==> src/rtl/construtor_caminho_pkg.sv <==
// construtor_caminho_pkg: walk FSM state encoding, default sizes and estabelecidos entry layout
package construtor_caminho_pkg;
  localparam int CC_ADDR_WIDTH = 6;
  localparam int CC_DATA_WIDTH = 8;
  localparam int CC_MAX_PASSOS = 64;
  typedef enum logic [2:0] {OCIOSO, ENVIAR, LER, ESPERAR, FIM, ERRO} estado_t;
  function automatic int est_flag_bit(input int data_width);
    return data_width - 1;
  endfunction
endpackage

==> src/rtl/construtor_caminho.sv <==
// construtor_caminho: walks anterior pointers from destino to fonte and streams each node; optional CAMINHO_PASSOS_EN adds a hop-count port
module construtor_caminho
  import construtor_caminho_pkg::*;
#(
  parameter int ADDR_WIDTH = CC_ADDR_WIDTH,
  parameter int DATA_WIDTH = CC_DATA_WIDTH,
  parameter int MAX_PASSOS = CC_MAX_PASSOS
) (
  input  logic                  clk,
  input  logic                  rst_n,
  input  logic                  iniciar_in,
  input  logic [ADDR_WIDTH-1:0] fonte_in,
  input  logic [ADDR_WIDTH-1:0] destino_in,
  output logic                  read_en_out,
  output logic [ADDR_WIDTH-1:0] read_addr_out,
  input  logic [DATA_WIDTH-1:0] read_data_in,
  output logic                  caminho_valid_out,
  output logic [ADDR_WIDTH-1:0] caminho_addr_out,
  output logic                  caminho_ultimo_out,
  input  logic                  lido_in,
  output logic                  caminho_pronto_out,
  output logic                  erro_out,
`ifdef CAMINHO_PASSOS_EN
  output logic [$clog2(MAX_PASSOS):0] caminho_passos_out,
`endif
  output logic                  ocupado_out
);
  localparam int PW = $clog2(MAX_PASSOS);
  localparam int EST_FLAG_BIT = est_flag_bit(DATA_WIDTH);
  estado_t estado_q, estado_d;
  logic [ADDR_WIDTH-1:0] atual_q, atual_d, fonte_q, fonte_d;
  logic [PW-1:0] passos_q, passos_d;
  logic erro_q, erro_d;
  logic inicio, no_fonte, estabelecido, limite, unused_bits;
  assign inicio = estado_q == OCIOSO && iniciar_in;
  assign no_fonte = atual_q == fonte_q;
  assign estabelecido = read_data_in[EST_FLAG_BIT];
  assign limite = passos_q == PW'(MAX_PASSOS - 1);
  assign unused_bits = &{1'b0, read_data_in};
  // state and walk registers, synchronous active-low reset
  always_ff @(posedge clk) begin
    if (!rst_n) begin
      estado_q <= OCIOSO;
      atual_q  <= '0;
      fonte_q  <= '0;
      passos_q <= '0;
      erro_q   <= 1'b0;
    end else begin
      estado_q <= estado_d;
      atual_q  <= atual_d;
      fonte_q  <= fonte_d;
      passos_q <= passos_d;
      erro_q   <= erro_d;
    end
  end
  // next state: hop limit is checked on acceptance so the counter never wraps
  always_comb begin
    estado_d = estado_q;
    case (estado_q)
      OCIOSO:  estado_d = iniciar_in ? ENVIAR : OCIOSO;
      ENVIAR:  estado_d = !lido_in ? ENVIAR : no_fonte ? FIM : limite ? ERRO : LER;
      LER:     estado_d = ESPERAR;
      ESPERAR: estado_d = estabelecido ? ENVIAR : ERRO;
      default: estado_d = OCIOSO;
    endcase
  end
  // walk datapath: latch on start, follow anterior after each established read
  always_comb begin
    atual_d  = inicio ? destino_in : (estado_q == ESPERAR && estabelecido) ? read_data_in[ADDR_WIDTH-1:0] : atual_q;
    fonte_d  = inicio ? fonte_in : fonte_q;
    passos_d = inicio ? '0 : (estado_q == ESPERAR && estabelecido) ? passos_q + PW'(1) : passos_q;
    erro_d   = inicio ? 1'b0 : estado_q == ERRO ? 1'b1 : erro_q;
  end
  // outputs decoded from state and registers only
  always_comb begin
    caminho_valid_out  = estado_q == ENVIAR;
    caminho_addr_out   = estado_q == ENVIAR ? atual_q : '0;
    caminho_ultimo_out = estado_q == ENVIAR && no_fonte;
    read_en_out        = estado_q == LER;
    read_addr_out      = estado_q == LER ? atual_q : '0;
    caminho_pronto_out = estado_q == FIM;
    erro_out           = erro_q;
    ocupado_out        = estado_q != OCIOSO;
  end
`ifdef CAMINHO_PASSOS_EN
  assign caminho_passos_out = {1'b0, passos_q};
`endif
endmodule
==> config.mk <==
export PLATFORM = sky130hd
export DESIGN_NAME = construtor_caminho
export DESIGN_NICKNAME = d
export VERILOG_FILES = /design/src/rtl/construtor_caminho_pkg.sv /design/src/rtl/construtor_caminho.sv
export SDC_FILE = /design/constraint.sdc
export NUM_CORES = 1
export LEC_CHECK = 0
export CELL_PAD_IN_SITES_DETAIL_PLACEMENT = 1
export CELL_PAD_IN_SITES_GLOBAL_PLACEMENT = 1
export CORE_UTILIZATION = 32
export DETAILED_ROUTE_END_ITERATION = 10
export GPL_TIMING_DRIVEN = 0
export MAX_ROUTING_LAYER = met4
export PLACE_DENSITY = 0.78
export SLEW_MARGIN = 5
export SYNTH_ARGS = -nofsm -noshare
export SYNTH_HDL_FRONTEND = slang
export SYNTH_SLANG_ARGS = --single-unit
==> constraint.sdc <==
create_clock -name clk -period 2.01 [get_ports clk]
set_clock_uncertainty 0.2 [all_clocks]
set_input_delay 0.201 -clock clk [delete_from_list [all_inputs] [get_ports clk]]
set_output_delay 0.201 -clock clk [all_outputs]
set_load 0.05 [all_outputs]
Word level (Yosys, flattened, before mapping) --
Cells that the tools add are included.
Operators by class: $add $sub $neg 1, eq/ne operators 7, muxes and demuxes 10, bitwise operators 1, reductions and logical operators 7
Operators with widths (count):
- 6-bit 2-to-1 mux | 4
- 3-bit 2-to-1 mux | 4
- 3-bit one-hot mux with 4 select lines | 1
- 6-bit by 1-bit adder with 6-bit output (second input constant) | 1
- 3-bit by 2-bit == test with 1-bit output (second input constant) | 2
- 3-bit == test (second input constant) | 2
- 6-bit == test | 1
- 6-bit == test (second input constant) | 1
- 3-bit by 1-bit == test with 1-bit output (second input constant) | 1
- 1-bit logical AND | 3
- 3-bit zero test | 1
- 3-bit nonzero test | 1
- 2-bit nonzero test | 1
- 2-bit OR reduction | 1
- 1-bit 2-to-1 mux | 1
- 1-bit inverter | 1
Word-level totals: register bits 22, logic and storage cells 31

Longest topological paths before layout --
depth after elaboration 5, depth in mapped cells 6, mapped depth without buffers 5

Least setup slack after synthesis --
Ideal clock, no wire load.
kind register to output, start register estado_q[1], end output read_addr_out[0], arrival 2.347 ns, required time 1.609 ns, slack -0.738 ns, cell stages (with the launch flop) 5, path through dfxtp_1 > buf_4 > inv_1 > nor3_1 > and2_1
Between the ends: word-level cells in the longest chain between the ends 2
RTL lines:
- start, declared | line construtor_caminho.sv:30 | estado_t estado_q, estado_d;
- start signal, assigned | line construtor_caminho.sv:49 | estado_q <= estado_d;
- 3-bit by 2-bit == test with 1-bit output
- net read_en_out | line construtor_caminho.sv:14 | output logic read_en_out,
- 6-bit 2-to-1 mux | line construtor_caminho.sv:80 | read_addr_out = estado_q == LER ? atual_q : '0;
- end, declared | line construtor_caminho.sv:15 | output logic [ADDR_WIDTH-1:0] read_addr_out,
The timed path passes the listed nets, and every way through them passes these cells.

Worst setup path in the final report --
start register estado_q[0], end output caminho_ultimo_out
Between the ends: word-level cells in the longest chain between the ends 2
RTL lines:
- 3-bit by 1-bit == test with 1-bit output | line construtor_caminho.sv:78 | caminho_ultimo_out = estado_q == ENVIAR && no_fonte;
- 1-bit logical AND | line construtor_caminho.sv:78
- end, declared | line construtor_caminho.sv:19 | output logic caminho_ultimo_out,
Every way passes these cells.

==> results.md <==
* Status: finished clean
* Synth Net Count at 160
* F_max at 0.514 GHz
* Vias in the first global route at 1169
* Sink Count at 22
* Yosys top cell by area: dfxtp_1
* CP Capture Type: output port
* Post-synth top area share at 37.8%
* Most common cell after layout, fill and taps aside: clkdlybuf4s50_1
* H-tree levels at 1
* Post-Syn Area at 1170 sq um
* Post-route clock period utilization at 96.8%
* Cells after Synth at 135
* Synth cell types at 31
* Clock Root Buffer: clkbuf_4
* Gpl congestion at 0.776
* Cell count of the worst reg-to-reg path at 6
* Port Buf Inserts at 40
* DR pass1 iterations at 6
* DR iter-0 viols at 54
* Hold_buf cts at 0
* Inserted Clock Buffers at 3
* Leakage at 0.726 nW
* Sequential share of the synthesized area at 37.8%
* Die Wd at 62.4 microns
* Antenna cells at 0
* First-pass GRT wire length at 5.40 mm
* Seq cells post-synth at 22
* Layout cells sized above 1 at 27.6%
* CP startpoint kind: register
* Post-Layout Inst Area at 1700 sq um
* Antenna-violating nets left at 0
* Remaining DRCs at 0
* RR Startpoint: estado_q[0]$_SDFF_PN0_
* Initial Util at 34.1%
* Final setup fails at 0
* Final Core Density at 49.7%
* Critical path arrival at 1550 ps
* Critical Path End: caminho_ultimo_out
* Multiplexer area fraction after synthesis at 5.15%
* Pwr per Cell Area at 641 nW/um^2
* Setup TNS Final at 0 ps
* CTS tree: yes
* Reg2Reg Capture Point: atual_q[2]$_SDFFE_PN0P_
* WP data required at 1610 ps
* Worst vdd ir at 0.000246 V
* Largest family of logic cells by synthesized area: simple AND/OR/NAND/NOR gates
* GRT Total Usage at 18.1%
* Slew headroom at 66.7%
* Final #Nets at 208
* Layout area overhead at 45.5%
* CP startpoint: estado_q[0]$_SDFF_PN0_
* Reg-to-reg setup timing slack at 450 ps
* Placed standard-cell area at 1640 sq um
* GRT overflow at 0
* Core footprint at 3420 sq um
* Synth Area in Simple Gates at 31.5%
* Clock Pin Slew Worst Setup and Hold Paths at 130 ps
* Die height at 62.4 microns
* Initial antenna violation count at 0
* Largest net degree at the start of global routing at 12
* Commonest cells after routing, fill and taps aside: 23 x clkdlybuf4s50_1, 18 x nand2_1, 13 x dfxtp_1, 10 x buf_4, 9 x o21ai_0
* Worst hold-check path type: in -> reg
* Minimum clock period at 1950 ps
* Syn. warnings at 0
* Drt total wl at 3.19 mm
* HPWL after DPL at 2.51 mm
* Critical path class: reg -> out
* Synth area leaders: dfxtp_1 38%, nand2_1 5.8%, mux2i_1 5.2%
* RSZ-0062 raised after global routing: false
* Max Cap Viol at 0
* CP Max Fanout at 10
* Syn avg cell area at 8.64 sq um
* Worst-margin pin slew at 497 ps
* Die area at 3890 sq um
* Wire per inst at 14.0 microns
* Final hold vios at 0
* Filler cells at 404
* FP Rows at 21
* Synth Area in Adders at 1.07%
* Complex-gate fraction of the synthesized area at 10.7%
* XOR/XNOR share of the synthesized area at 8.26%
* Fin. max-slew vios at 0
* Clk_lat worst skew at 320 ps
* Routed via count at 1120
* Final Power at 1.09 mW
* Clk buf depth at 2
* Num ports at 42
* Vias/cell at 4.93
-- per-layer routing --
| metal | vias to the layer above | global-route usage [%] | wire [microns] |
|---|---|---|---|
| met5 | - | - | 0 |
| met4 | 0 | 5.23 | 38 |
| met3 | 4 | 3.86 | 162 |
| met2 | 37 | 30.8 | 1580 |
| met1 | 518 | 21.5 | 1410 |
| li1 | 561 | - | - |
-- repair_timing --
item / in CTS / in global routing
setup endpoints to repair: 17 / 11
buffers inserted: 0 / 3
resized for setup: 95 / 16
pin swaps: 1 / 4
-- final cells by class --
class                      count  area [sq um]  share of cell area, %
inverter                       2          7.51                  0.442
clock buffer                   3          22.5                   1.33
tap                           46          57.6                   3.39
multi-input combinational    104           708                   41.7
sequential                    22           457                   26.9
buffer                         7          71.3                   4.20
timing repair buffer          43           373                   22.0
-- sequential cells by signal, summed over array words and instances (netlist names) --
name and flops:
passos_q 6, atual_q 6, erro_out 1, fonte_q 6, estado_q 3
-- kinds of logic (layout without fill, tap and decap cells) --
kind of cell,after synthesis,in the layout
buffers and inverters,9,55
adder cells (fa/ha/maj),1,1
AND/OR/NAND/NOR,65,65
XOR/XNOR,11,11
AO/OA/AOI/OAI,21,21
flip-flops,22,22
multiplexers,6,6
-- power breakdown --
group	total, mW	leakage (nW)	switching (mW)	internal [mW]
Sequential	0.502	0.184	0.0328	0.470
Combinational	0.374	0.528	0.203	0.171
Clock	0.211	0.0138	0.141	0.0703
Total	1.09	0.726	0.377	0.711
-- Yosys cell counts (all sizes together) --
master  count
clkbuf      2
o2111a      1
o21a        1
and2        9
nor3        3
dfxtp      22
and2b       1
mux2i       6
nand4       3
buf         5
nor2        7
xor2        6
and4b       1
a21oi       2
ha          1
o31ai       1
o21ai       9
nand2      21
xnor2       5
and3        8
nor3b       1
nand3b      1
nor2b       7
a31oi       7
inv         2
nand3       3
-- how the worst min path moves through the flow --
stage | startpoint | end | slack (ps) | cells after the start
2_1_floorplan | rst_n | atual_q[0]$_SDFFE_PN0P_ | 140 | 2
3_5_place_dp | passos_q[1]$_SDFFE_PP0P_ | passos_q[1]$_SDFFE_PP0P_ | 280 | 2
4_1_cts | read_data_in[3] | atual_q[3]$_SDFFE_PN0P_ | 230 | 3
3_3_place_gp | erro_out$_SDFFE_PP0N_ | erro_out$_SDFFE_PP0N_ | 250 | 2
6_report | read_data_in[2] | atual_q[2]$_SDFFE_PN0P_ | 240 | 3
5_1_grt | read_data_in[3] | atual_q[3]$_SDFFE_PN0P_ | 240 | 3
-- stage by stage --
step / hold WS [ps] / setup WS [ps] / cells
5_1_grt: 237 / 4.62 / 227
2_1_floorplan: 139 / 24.0 / 135
3_5_place_dp: 277 / -506 / 221
6_report: 241 / 63.7 / 227
4_1_cts: 231 / 9.02 / 224
3_3_place_gp: 255 / -487 / 221
-- worst max-delay path, stage by stage (launching register included) --
cell and delay (ps):
dfxtp_2 340, buf_6 130, nor2b_4 130, buf_6 140, and2_2 190, and2_4 160, buf_8 140
No activity file was read; power rests on OpenSTA's default activity.
